File: src/rtl/u_idu_dispatcher.sv
// In-order dual-slot dispatcher: pops the instruction buffer head, holds the IEX issue register
// and sequences exception/WFI halt and restart. Optional macro DISPATCHER_DUAL_ISSUE_EN enables slot 1.
module u_idu_dispatcher #(
    parameter int PC_WIDTH      = 32,
    parameter int INST_WIDTH    = 32,
    parameter int EXCEPTION_NUM = 2
) (
    input  logic                     clk,
    input  logic                     rst,
    input  logic                     sync_start_pulse,
    input  logic [EXCEPTION_NUM-1:0] csr_core_configuration,
    input  logic                     instBuffer_inst_vld_0,
    input  logic                     instBuffer_inst_vld_1,
    input  logic [INST_WIDTH-1:0]    inst_in_0,
    input  logic [INST_WIDTH-1:0]    inst_in_1,
    input  logic [PC_WIDTH-1:0]      pc_in_0,
    input  logic [PC_WIDTH-1:0]      pc_in_1,
    input  logic                     unalign_pc_in_0,
    input  logic                     unalign_pc_in_1,
    input  logic                     bru_flush,
    input  logic                     iex_idu_ready,
    input  logic                     iex_ifu_report_exceptions_wfi,
    output logic                     dispatch_vld_0,
    output logic                     dispatch_vld_1,
    output logic                     dispatcher_detect_exceptions_wfi,
    output logic [1:0]               idu_iex_vld,
    output logic [INST_WIDTH-1:0]    idu_iex_inst_0,
    output logic [INST_WIDTH-1:0]    idu_iex_inst_1,
    output logic [PC_WIDTH-1:0]      idu_iex_pc_0,
    output logic [PC_WIDTH-1:0]      idu_iex_pc_1,
    output logic [EXCEPTION_NUM-1:0] idu_iex_exceptions,
    output logic                     idu_iex_wfi
);

    typedef enum logic [1:0] {S_IDLE, S_RUN, S_WAIT_RPT, S_HALT} state_t;

    localparam logic [INST_WIDTH-1:0] WFI_INST = INST_WIDTH'(32'h1050_0073);

    function automatic logic f_legal(input logic [6:0] op);
        case (op)
            7'b0110111, 7'b0010111, 7'b1101111, 7'b1100111, 7'b1100011, 7'b0000011,
            7'b0100011, 7'b0010011, 7'b0110011, 7'b0001111, 7'b1110011: f_legal = 1'b1;
            default: f_legal = 1'b0;
        endcase
    endfunction

    state_t                   r_state, w_state_nxt;
    logic [1:0]               r_vld;
    logic [INST_WIDTH-1:0]    r_inst_0, r_inst_1;
    logic [PC_WIDTH-1:0]      r_pc_0, r_pc_1;
    logic [EXCEPTION_NUM-1:0] r_exc;
    logic                     r_wfi;

    logic [EXCEPTION_NUM-1:0] w_exc_0;
    logic                     w_wfi_0, w_exc_wfi_0, w_slot1_ok;

    // Disabled exceptions are simply masked off, so the instruction flows through as normal.
    always_comb begin
        w_exc_0    = '0;
        w_exc_0[0] = !f_legal(inst_in_0[6:0]) && csr_core_configuration[0];
        w_exc_0[1] = unalign_pc_in_0 && csr_core_configuration[1];
    end
    assign w_wfi_0     = (inst_in_0 == WFI_INST);
    assign w_exc_wfi_0 = (|w_exc_0) || w_wfi_0;

`ifdef DISPATCHER_DUAL_ISSUE_EN
    logic [6:0] w_op_0, w_op_1;
    logic [4:0] w_rd_0;
    logic       w_wr_0, w_raw, w_br_0, w_mem_both, w_exc_wfi_1;

    assign w_op_0 = inst_in_0[6:0];
    assign w_op_1 = inst_in_1[6:0];
    assign w_rd_0 = inst_in_0[11:7];
    assign w_wr_0 = (w_op_0 == 7'b0110111) || (w_op_0 == 7'b0010111) || (w_op_0 == 7'b1101111) ||
                    (w_op_0 == 7'b1100111) || (w_op_0 == 7'b0000011) || (w_op_0 == 7'b0010011) ||
                    (w_op_0 == 7'b0110011);
    assign w_raw  = w_wr_0 && (w_rd_0 != 5'd0) &&
                    ((w_rd_0 == inst_in_1[19:15]) || (w_rd_0 == inst_in_1[24:20]));
    assign w_br_0 = (w_op_0 == 7'b1100011) || (w_op_0 == 7'b1101111) || (w_op_0 == 7'b1100111);
    assign w_mem_both = ((w_op_0 == 7'b0000011) || (w_op_0 == 7'b0100011)) &&
                        ((w_op_1 == 7'b0000011) || (w_op_1 == 7'b0100011));
    assign w_exc_wfi_1 = (!f_legal(w_op_1) && csr_core_configuration[0]) ||
                         (unalign_pc_in_1 && csr_core_configuration[1]) || (inst_in_1 == WFI_INST);
    assign w_slot1_ok = instBuffer_inst_vld_1 && !w_raw && !w_br_0 && !w_mem_both &&
                        !w_exc_wfi_0 && !w_exc_wfi_1;
`else
    logic w_unused_slot1;
    assign w_unused_slot1 = ^{instBuffer_inst_vld_1, unalign_pc_in_1};
    assign w_slot1_ok     = 1'b0;
`endif

    always_ff @(posedge clk or posedge rst) begin
        if (rst) r_state <= S_IDLE;
        else     r_state <= w_state_nxt;
    end

    always_comb begin
        w_state_nxt = r_state;
        case (r_state)
            S_IDLE, S_HALT: if (sync_start_pulse) w_state_nxt = S_RUN;
            S_RUN:          if (dispatcher_detect_exceptions_wfi) w_state_nxt = S_WAIT_RPT;
            S_WAIT_RPT:     if (iex_ifu_report_exceptions_wfi) w_state_nxt = S_HALT;
            default:        w_state_nxt = S_IDLE;
        endcase
    end

    always_comb begin
        dispatch_vld_0                   = 1'b0;
        dispatch_vld_1                   = 1'b0;
        dispatcher_detect_exceptions_wfi = 1'b0;
        if (r_state == S_RUN && iex_idu_ready && !bru_flush && instBuffer_inst_vld_0) begin
            dispatch_vld_0                   = 1'b1;
            dispatch_vld_1                   = w_slot1_ok;
            dispatcher_detect_exceptions_wfi = w_exc_wfi_0;
        end
    end

    // A flush in RUN kills the issued group even while IEX is stalled.
    always_ff @(posedge clk or posedge rst) begin
        if (rst) begin
            r_vld    <= '0;
            r_inst_0 <= '0;
            r_inst_1 <= '0;
            r_pc_0   <= '0;
            r_pc_1   <= '0;
            r_exc    <= '0;
            r_wfi    <= 1'b0;
        end else if (bru_flush && r_state == S_RUN) begin
            r_vld <= '0;
        end else if (iex_idu_ready) begin
            r_vld <= {dispatch_vld_1, dispatch_vld_0};
            if (dispatch_vld_0) begin
                r_inst_0 <= inst_in_0;
                r_pc_0   <= pc_in_0;
                r_exc    <= w_exc_0;
                r_wfi    <= w_wfi_0;
                r_inst_1 <= inst_in_1;
                r_pc_1   <= pc_in_1;
            end
        end
    end

    assign idu_iex_vld        = r_vld;
    assign idu_iex_inst_0     = r_inst_0;
    assign idu_iex_inst_1     = r_inst_1;
    assign idu_iex_pc_0       = r_pc_0;
    assign idu_iex_pc_1       = r_pc_1;
    assign idu_iex_exceptions = r_exc;
    assign idu_iex_wfi        = r_wfi;

endmodule
File: config.mk
export PLATFORM = sky130hd
export DESIGN_NAME = u_idu_dispatcher
export DESIGN_NICKNAME = d
export VERILOG_FILES = /design/src/rtl/u_idu_dispatcher.sv
export SDC_FILE = /design/constraint.sdc
export NUM_CORES = 1
export LEC_CHECK = 0
export ABC_AREA = 1
export BUFFER_PORTS_ARGS = -buffer_cell sky130_fd_sc_hd__buf_2
export CORE_MARGIN = 5
export CORE_UTILIZATION = 49
export CTS_BUF_LIST = sky130_fd_sc_hd__clkbuf_4 sky130_fd_sc_hd__clkbuf_8 sky130_fd_sc_hd__clkbuf_16
export CTS_CLUSTER_SIZE = 10
export DETAILED_ROUTE_END_ITERATION = 8
export PLACE_DENSITY = 0.95
export SLEW_MARGIN = 40
export SYNTH_ARGS = -nofsm -noshare
export SYNTH_HDL_FRONTEND = slang
export SYNTH_SLANG_ARGS = --single-unit
File: constraint.sdc
create_clock -name clk -period 10.1 [get_ports clk]
set_input_delay 2.02 -clock clk [delete_from_list [all_inputs] [get_ports clk]]
set_output_delay 2.02 -clock clk [all_outputs]
set_load 0.01 [all_outputs]
==> results.toml <==
[placed_design]
dp.cells = 1008
port_buffers = 271
globalplace.congestion = 0.8167
dp_hpwl_um = 10930

[critical_path]
startpoint_type = "input pin"
path_class = "in2out"
critPathCaptureType = "output pin"
crit_fanout = 91
worstPathRequired_ns = 8.08
crit_top_cell = "nand2_1"
critical_path.max_stage_delay_ns = 0.62
path_buf_inv = 3
path_cells = "buf_2 > nand2_1 > nor3b_4 > buf_6 > nand2_1 > nand2_1 > buf_2"
cp_top_family = "simple AND/OR/NAND/NOR gates"
crit_arrival_ns = 3.78
slowest_stage = "buf_6"

[worst_hold_path]
hp-class = "reg2reg"

[clock_tree]
postCtsResizedCells = 0
clkSlewWorstSetupHoldPaths_ns = 0.06
cts_max_level = 4
root_buffer = "clkbuf_8"
postCtsHoldBufs = 0
cts_made_buffers = 17
clock-sinks = 134
cts_tree = "built"
post_cts_buffers = 0
cts_buffer_depth = 2
clkLatencyLatePin_ns = 0.49

[layout]
drive_gt1_frac = 0.3411
area_growth_pct = 35.86
final_cells = 1037
nets = 1029
diodes = 0

[flow_run]
cap_violations = 0

[timing]
tightest_slew_ns = 0.6768
setup_viol = 0
fin_crit_ns = 5.797
fmaxAchievable_mhz = 172.5
skew_ns = 0.009883
finalMaxSlewViolations = 0
hold_ws_ns = 0.4629
max_slew_margin = 0.5488
period_share = 0.5740
setup-tns-final_ns = 0
hold_viol_final = 0
rsz0062_at_grt = "false"

[drt]
remaining_drc_errors = 0
wl_met2_um = 7490
wl_met1_um = 5745
first_pass_iters = 4
wl_per_cell_um = 14.20
via_per_inst = 4.635
routed_wl_um = 14730
route.met3.wl_um = 1099
vias = 4806
drtIter0Drc = 358
top_layer_used = "met4"
drtAntennaViolNets = 0

[global_route]
antenna_found_initial = 0
track_usage = 0.2199
grt_pass1_vias = 4778
gr-total-overflow = 0
grt_pass1_wl_um = 23000
grt_max_degree = 106

[floorplanning]
initial_utilization = 0.4988
placementRows = 38
fp.dieW_um = 114.8
die_h_um = 114.8
ios = 276
core_area_um2 = 10790
die_area_um2 = 13180

[yosys]
ys_warn_count = 0
synth_top_area_cell = "dfrtp_1"
syn_area_per_cell_um2 = 8.642
netlist_area_um2 = 5384
synth_seq_cells = 134
synth.area.top_cells = "dfrtp_1 62%, nand2_1 26%, o21ai_0 3.0%"
synth_common_cells = "366 x nand2_1, 134 x dfrtp_1, 34 x inv_1"
synthFlopType = "dfrtp_1"
synth_cell_type_count = 19
synthCells = 623
synthArstFlopShare = 1.000
synth-edff-count = 0
yosysTopAreaCellShare = 0.6228
yosysMostFrequentCell = "nand2_1"
seq_area_frac_synth = 0.6228

[run_status]
status = "finished clean"

[pwr]
leakage_nw = 4.398
power_density_nw_per_um2 = 310.6
vdd_drop_max_v = 0.0001548
total_power_mw = 2.272
## cells by family (layout without fill, tap and decap cells)
family,after synthesis,count (layout),synth area share
AND/OR/NAND/NOR,385,385,0.2717
flip-flops,134,134,0.6228
buffers and inverters,65,338,0.06600
AO/OA/AOI/OAI,36,36,0.03416
adder cells (fa/ha/maj),2,2,0.004647
other,1,2,0.0006965
## sequential cells by signal, summed over array words and instances (netlist names)
signal,flops
idu_iex_inst_1,32
idu_iex_wfi,1
idu_iex_pc_1,32
idu_iex_vld,1
idu_iex_exceptions,2
idu_iex_pc_0,32
idu_iex_inst_0,32
r_state,2
## through the flow
step           area [um2]  setup slack (ns)    util
2_1_floorplan        5388             4.497       -
3_3_place_gp         6731             4.094  0.6237
6_report             7315             4.303  0.6777
3_5_place_dp         6743             4.301  0.6247
4_1_cts              7315             4.298  0.6777
5_1_grt              7315             4.156  0.6777
## worst register-to-register path, cell delays in order (launching register included)
cell,delay [ns]
dfrtp_1,0.40
inv_1,0.06
ha_1,0.20
nand2_1,0.10
nor3b_4,0.54
buf_6,0.62
inv_4,0.38
buf_6,0.41
o21ai_0,0.33
## path summary, 6_finish.rpt
kind | startpoint | end | slack, ns | depth (start not counted)
worst max-delay path | iex_idu_ready | dispatcher_detect_exceptions_wfi | 4.30 | 7
worst min-delay path | idu_iex_pc_0[7]$_DFFE_PP0P_ | idu_iex_pc_0[7]$_DFFE_PP0P_ | 0.46 | 2
worst max register to register | r_state[1]$_DFFE_PP0P_ | idu_iex_inst_0[27]$_DFFE_PP0P_ | 6.94 | 8
worst min register to register | idu_iex_pc_0[7]$_DFFE_PP0P_ | idu_iex_pc_0[7]$_DFFE_PP0P_ | 0.46 | 2
max in group asynchronous | rst | idu_iex_inst_1[1]$_DFFE_PP0P_ | 7.45 | 3
min in group asynchronous | rst | idu_iex_inst_1[0]$_DFFE_PP0P_ | 1.59 | 2
## area by class of cell
type,count,area (um2)
Multi-Input combinational cell,425,1685
Fill cell,916,3478
Clock buffer,17,414.1
Timing Repair Buffer,274,1390
Tap cell,140,175.2
Sequential cell,134,3353
Inverter,35,138.9
Clock inverter,12,157.7
## metal layers
layer | global-route usage | up-vias
met4 | 0.09233 | 0
met5 | 0 | -
met1 | 0.2604 | 2203
met3 | 0.05263 | 27
met2 | 0.3842 | 179
li1 | - | 2397
## report_power, final
part / leakage (nW) / switching, mW / internal (mW)
Combinational: 2.46 / 0.446 / 0.302
Sequential: 1.67 / 0.135 / 0.794
Clock: 0.272 / 0.222 / 0.373
Total: 4.40 / 0.803 / 1.47
## layout by cell type, fill, tap and decap left out
cell,Yosys,final
a21oi_1,1,1
clkinv_2,0,2
inv_4,0,1
clkbuf_8,0,1
dfrtp_1,134,134
a21o_1,1,1
conb_1,1,2
o21ai_0,32,32
buf_2,2,271
o22ai_1,1,1
clkinv_4,0,3
ha_1,2,2
clkbuf_16,0,16
nand3_1,5,5
inv_6,0,2
nand2_1,366,366
clkinvlp_4,0,3
nor2_1,12,12
nor3b_4,0,1
o21ai_1,1,1
bufinv_16,0,3
buf_6,10,3
nand4_1,1,1
inv_1,34,33
Note: power is estimated with default switching activity, not from simulation.
